==> src/rtl/if_queue.sv <==
// if_queue: instruction fetch front end with an in-order instruction queue.
//
// Fetch requests are credited so that requests in flight plus queued
// instructions never exceed DEPTH, which means a response can always be
// pushed. A redirect flushes the queue and marks every request still in
// flight as stale. Stale responses are dropped by counting them down.
//
// Ports:
//   clk, rst         clock, synchronous active-high reset
//   imem_req_*       fetch request (valid/ready handshake, address = fetch_PC)
//   imem_resp_*      in-order instruction responses (no backpressure)
//   redirect(_pc)    flush and restart fetch at redirect_pc (word aligned)
//   halt             suppress new requests; in-flight work still drains
//   out_*            queue head to decode (valid/ready handshake)
//   fetch_PC         next address to request
module if_queue #(
  parameter int               XLEN     = 32,
  parameter logic [XLEN-1:0]  RESET_PC = 32'h8000_0000,
  parameter int               DEPTH    = 4
) (
  input  logic            clk,
  input  logic            rst,
  output logic            imem_req_valid,
  input  logic            imem_req_ready,
  output logic [XLEN-1:0] imem_req_addr,
  input  logic            imem_resp_valid,
  input  logic [31:0]     imem_resp_data,
  input  logic            redirect,
  input  logic [XLEN-1:0] redirect_pc,
  input  logic            halt,
  output logic            out_valid,
  input  logic            out_ready,
  output logic [31:0]     out_inst,
  output logic [XLEN-1:0] out_pc,
  output logic [XLEN-1:0] fetch_PC
);

  localparam int AW = $clog2(DEPTH);
  localparam int CW = AW + 1;
  localparam logic [CW:0]   DEPTH_L = (CW+1)'(DEPTH);
  localparam logic [XLEN-1:0] PC_INC = XLEN'(4);

  typedef struct packed {
    logic [31:0]     inst;
    logic [XLEN-1:0] pc;
  } entry_t;

  entry_t          mem [DEPTH];
  logic [AW-1:0]   head, tail;
  logic [CW-1:0]   count, outstanding, drop;
  logic [XLEN-1:0] fetch_pc_q, resp_pc;

  logic            req_fire, push, pop;
  logic [CW:0]     used;
  logic [CW-1:0]   flush_outstanding;
  logic [XLEN-1:0] redirect_base;
  logic            unused_redirect_lsbs;

  assign used          = {1'b0, outstanding} + {1'b0, count};
  assign redirect_base = {redirect_pc[XLEN-1:2], 2'b00};
  assign unused_redirect_lsbs = ^redirect_pc[1:0];

  // Credit rule: in-flight + queued never exceeds DEPTH, so push never overflows.
  assign imem_req_valid = !rst && !halt && !redirect && (used < DEPTH_L);
  assign imem_req_addr  = fetch_pc_q;
  assign fetch_PC       = fetch_pc_q;
  assign req_fire       = imem_req_valid && imem_req_ready;

  // Redirect wins over push and pop in the same cycle.
  assign push = imem_resp_valid && !redirect && (drop == '0);
  assign pop  = (count != '0) && out_ready && !redirect;

  // A response arriving alongside a redirect retires one in-flight request;
  // everything still in flight afterwards is stale.
  assign flush_outstanding = outstanding - CW'(imem_resp_valid);

  assign out_valid = (count != '0);
  assign out_inst  = mem[head].inst;
  assign out_pc    = mem[head].pc;

  // Storage has no reset; validity is tracked by count.
  always_ff @(posedge clk) begin
    if (!rst && push)
      mem[tail] <= '{inst: imem_resp_data, pc: resp_pc};
  end

  always_ff @(posedge clk) begin
    if (rst) begin
      fetch_pc_q  <= RESET_PC;
      resp_pc     <= RESET_PC;
      outstanding <= '0;
      drop        <= '0;
      head        <= '0;
      tail        <= '0;
      count       <= '0;
    end else if (redirect) begin
      fetch_pc_q  <= redirect_base;
      resp_pc     <= redirect_base;
      outstanding <= flush_outstanding;
      drop        <= flush_outstanding;
      head        <= '0;
      tail        <= '0;
      count       <= '0;
    end else begin
      if (req_fire)
        fetch_pc_q <= fetch_pc_q + PC_INC;

      if (req_fire && !imem_resp_valid)
        outstanding <= outstanding + CW'(1);
      else if (!req_fire && imem_resp_valid)
        outstanding <= outstanding - CW'(1);

      if (imem_resp_valid && (drop != '0))
        drop <= drop - CW'(1);

      if (push) begin
        tail    <= tail + AW'(1);
        resp_pc <= resp_pc + PC_INC;
      end
      if (pop)
        head <= head + AW'(1);

      if (push && !pop)
        count <= count + CW'(1);
      else if (pop && !push)
        count <= count - CW'(1);
    end
  end

endmodule

==> config.mk <==
export PLATFORM = sky130hd
export DESIGN_NAME = if_queue
export DESIGN_NICKNAME = d
export VERILOG_FILES = /design/src/rtl/if_queue.sv
export SDC_FILE = /design/constraint.sdc
export NUM_CORES = 1
export LEC_CHECK = 0
export ABC_AREA = 1
export BUFFER_PORTS_ARGS = -buffer_cell sky130_fd_sc_hd__buf_4
export CORE_UTILIZATION = 59
export CTS_BUF_LIST = sky130_fd_sc_hd__clkbuf_4 sky130_fd_sc_hd__clkbuf_8
export CTS_CLUSTER_SIZE = 28
export DETAILED_ROUTE_END_ITERATION = 8
export PLACE_DENSITY = 0.82
export RECOVER_POWER = 25
export SYNTH_ARGS = -nofsm -noshare
export SYNTH_HDL_FRONTEND = slang
export SYNTH_SLANG_ARGS = --single-unit
==> constraint.sdc <==
create_clock -name clk -period 12.6 [get_ports clk]
set_clock_uncertainty 0.15 [all_clocks]
set_input_delay 1.89 -clock clk [delete_from_list [all_inputs] [get_ports clk]]
set_output_delay 1.89 -clock clk [all_outputs]
set_load 0.02 [all_outputs]
Yosys cells after proc, flatten, opt, wreduce, memory -nomap -nowiden

Memory sizes are Yosys's and may differ from the RTL's. A register that Yosys moved wholly into a read port is not among the register bits.
Cells that the tools add are included.

Memories kept: 1
Bits of input ports: 71
Word-level logic and storage cells: 67
Output and inout port bits: 130
Register bits after elaboration: 77
Memory bits (writable): 256

Memory list:

| memory | words | bits a word | read ports | clocked after memory_dff | wr ports | RTL line | source |
|---|---|---|---|---|---|---|---|
| mem    | 4     | 64          | 1          | 1                        | 1        | 48       | `entry_t mem [DEPTH];` |

Mux-type cells: 15
Reductions and logical operators: 30
Magnitude comparators: 1
$add $sub $neg: 11

Operator list:

| cell                    | count |
|---|---|
| $mux W32                | 4 |
| $add A32 B3 Y32 const B | 2 |
| $mux W3                 | 7 |
| $logic_and A1 B1 Y1     | 14 |
| $reduce_bool A3 Y1      | 3 |
| $sub A3 B1 Y3 const B   | 3 |
| $reduce_bool A2 Y1      | 4 |
| $logic_not A1 Y1        | 7 |
| $add A3 B1 Y3 const B   | 2 |
| $add A2 B1 Y2 const B   | 2 |
| $add A3 B3 Y4           | 1 |
| $lt A4 B3 Y1 const B    | 1 |
| $mux W2                 | 2 |
| $logic_not A3 Y1        | 1 |
| $sub A3 B1 Y3           | 1 |
| $mux W1                 | 2 |
| $reduce_or A2 Y1        | 1 |

Depth between registers and ports, before layout

Depth in word-level cells: 10
Mapped depth: 13
Gate-level depth less buffers: 13

Worst setup path before layout

Ideal clock, no wire load.

Path kind: input -> register
From: input port rst
To: memory mem[0][10] in the netlist's numbering (enable)
Setup time: 482 ps
Buffers on the path: 1
Arrival: 5027 ps
Slack: 6941 ps
Required time: 11968 ps
Stages on the path: 6
Path through: buf_2 nor2_8 inv_1 nor2_1 inv_1 nor2_1

Longest elaborated chain between the ends: 4

Ends and longest elaborated chain:

| item                          | RTL line | source |
|---|---|---|
| start: declaration            | 22       | `input logic rst,` |
| $logic_not A1 Y1              | 83       | `if (!rst && push)` |
| $logic_and A1 B1 Y1           | 83       |  |
| $mux W1                       | 83       |  |
| $mux W1 (implied by the code) | 84       | `mem[tail] <= '{inst: imem_resp_data, pc: resp_pc};` |
| end: declaration              | 48       |  |

Every way passes these cells.

==> results.py <==
metrics = {
    "routing": {
        "dr_total_vias": 11157,
        "wl_mm": 34.01,
        "vias_per_cell": 5.646,
        "dr.pass1.iters": 6,
        "drtIter0Drc": 955,
        "drc_errors": 0,
        "ant_nets": 0,
        "wl_per_cell_um": 17.21,
    },
    "synth": {
        "synth_cells": 1459,
        "async_flop_share_pct": 0,
        "ys_ff_latch": 323,
        "synth_area_um2": 14440,
        "synth.area.top_cells": "edfxtp_1 52%, dfxtp_1 10%, nand2_1 6.4%, o21ai_0 5.9%, nor2_1 5.7%",
        "synth_top_area_share_pct": 51.56,
        "post-synth-top-count-cell": "edfxtp_1",
        "syn_avg_cell_area_um2": 9.899,
        "synthDistinctLibCells": 41,
        "ys_seq_area_share_pct": 61.96,
        "synthTopCellsByCount": "248 x edfxtp_1, 245 x nand2_1, 220 x nor2_1",
        "synth_edf_count": 248,
        "yosysTopAreaCell": "edfxtp_1",
        "ys.warnings.count": 0,
        "dominantRegCellSynth": "edfxtp_1",
    },
    "global_route": {
        "globalRouteMet3Util_pct": 4.790,
        "grt-ovfl-total": 0,
        "grt_use_total_pct": 27.37,
        "grtUsageMet2_pct": 46.68,
        "busiest_layer": "met2",
        "grt_pass1_wl_mm": 52.95,
        "grt_max_degree": 79,
        "first_global_vias": 10598,
        "grt_use_met1_pct": 35.10,
        "antenna_found_initial": 0,
    },
    "sta": {
        "whs_ns": 0.3072,
        "worst_pin_slew_ns": 0.9605,
        "finalCriticalPeriod_ns": 5.159,
        "post-route-period-util_pct": 40.95,
        "fmax_mhz": 193.8,
        "setup_viol": 0,
        "setup_tns_ns": 0,
        "hold_viol": 0,
        "slew-limit-headroom_pct": 35.81,
        "rsz0062_at_grt": "false",
        "drv_slew": 0,
    },
    "run": {
        "cap_viol_max_count": 0,
    },
    "clock_tree": {
        "holdBufCountCts": 0,
        "insertion_delay_ns": 0.58,
        "clk_path_buf_depth": 3,
        "post_cts_resized": 0,
        "clk_pin_slew_worst_paths_ns": 0.06,
        "htreeDepth": 2,
        "cts_tree": "yes",
        "numCtsBuffers": 49,
        "clock-sinks": 323,
        "post_cts_buffers": 0,
        "cts_root_buffer": "clkbuf_8",
    },
    "finish": {
        "areaGrowthSynthToFinish_pct": 16.52,
        "fin_nets": 1703,
        "antenna_cells": 0,
        "drive_gt1_share_pct": 18.47,
        "fillers": 1671,
    },
    "status": {
        "status": "finished clean",
    },
    "critical_path": {
        "worst-setup-path-type": "reg -> out",
        "cp.arrival_ns": 3.12,
        "critPathLaunchType": "register",
        "required_ns": 10.56,
        "end_kind": "output pin",
        "crit_fanout": 73,
    },
    "floorplan": {
        "die_x_um": 158.5,
        "ios": 201,
        "rows": 56,
        "die_y_um": 158.5,
        "die-area_um2": 25110,
        "initial_core_util_pct": 60.80,
        "design.core.area_um2": 23750,
    },
    "min_path": {
        "hold_path.class": "reg -> reg",
    },
    "placement": {
        "numPortBuffers": 192,
        "routabilityCongestion": 0.9343,
        "place_hpwl_mm": 21.23,
    },
    "power_and_ir_drop": {
        "p_leak_nw": 6.295,
        "vdd_drop_max_uv": 74.90,
        "power_density_nw_per_um2": 136.7,
    },
}
## power by group
part	switching [mW]	total [mW]	internal [mW]
combinational	0.114	0.182	0.0673
sequential	0.0327	1.21	1.17
clock	0.401	0.914	0.513
## cell type report
| class | count | area, um2 | area share [%] |
|---|---|---|---|
| tap | 319 | 399.1 | 2.372 |
| sequential | 323 | 8954 | 53.20 |
| inverter | 114 | 430.4 | 2.558 |
| clock inverter | 28 | 265.3 | 1.576 |
| timing repair buffer | 200 | 1438 | 8.543 |
| multi-input combinational | 929 | 4563 | 27.12 |
| clock buffer | 63 | 779.5 | 4.632 |
## registers in the layout (all words and copies together), names as in the netlist, named ones only
register,count
resp_pc,30
count,3
fetch_PC,30
outstanding,3
mem,248
head,2
drop,3
tail,2
## cells by family after synthesis
logic type      count (synthesis)  synth area share (%)
other cells                     1               0.02596
buf+inv                       212                 6.783
flops                         323                 61.96
simple gates                  569                 16.62
fa+ha+maj                      15                 1.403
compound gates                316                 11.82
xor+xnor                       23                 1.395
## cells in the final DEF, fill, tap and decap left out, types with 3 or more instances in the layout
cell type  Yosys  layout
a21oi_1       49      49
a31oi_1       14      14
buf_4         38     183
bufinv_16      0       5
clkbuf_1      47      17
clkbuf_4       0      14
clkbuf_8       0      49
clkinv_1       1      11
clkinv_2       1      13
conb_1         1       6
dfxtp_1       75      73
edfxtp_1     248     248
ha_1          13      13
inv_1        106     105
inv_2          6       6
nand2_1      245     245
nand3_1       55      55
nand3_2        6       6
nand4_1       10      10
nor2_1       220     216
nor2_2         7       7
nor2_4         5       9
nor3_1         8       8
o211ai_1       7       7
o21ai_0      169     169
o21ai_1       10      10
o22ai_1       64      64
or2_2          3       3
xnor2_1        3       3
xor2_1        20      20
## metal layers
metal	up-vias	wire length, um
li1	5303	-
met1	5228	13630
met2	560	16450
met3	66	3068
met4	0	865
met5	-	0
## final timing paths
path	start	to	slack [ns]	depth (start not counted)
worst min register to register	head[1]	register	0.31	2
worst max register to register	drop[0]	resp_pc[20]	9.57	9
worst min-delay path	head[1]	register	0.31	2
worst max-delay path	register	out_inst[23]	7.44	5
## critical path, cell delays in order, from the launching register on
cell      delay, ns
dfxtp_4        0.66
clkinv_2       0.65
buf_4          0.57
o21ai_0        0.30
o22ai_1        0.13
buf_4          0.17
## per-stage QoR
| stage | cells | power, mW | util, % | cell area [um2] | setup WS [ns] |
|---|---|---|---|---|---|
| after global placement | 1885 | 1.403 | 66.72 | 15850 | 7.696 |
| after detailed placement | 1885 | 1.409 | 66.72 | 15850 | 7.697 |
| after CTS | 1976 | 2.311 | 71.12 | 16890 | 7.424 |
| after global routing | 1976 | 2.381 | 70.85 | 16830 | 7.184 |
| after floorplan | 1464 | 1.336 | - | 14460 | 6.941 |
| final | 1976 | 2.301 | 70.85 | 16830 | 7.441 |
Power figures use the tool's default switching activity.
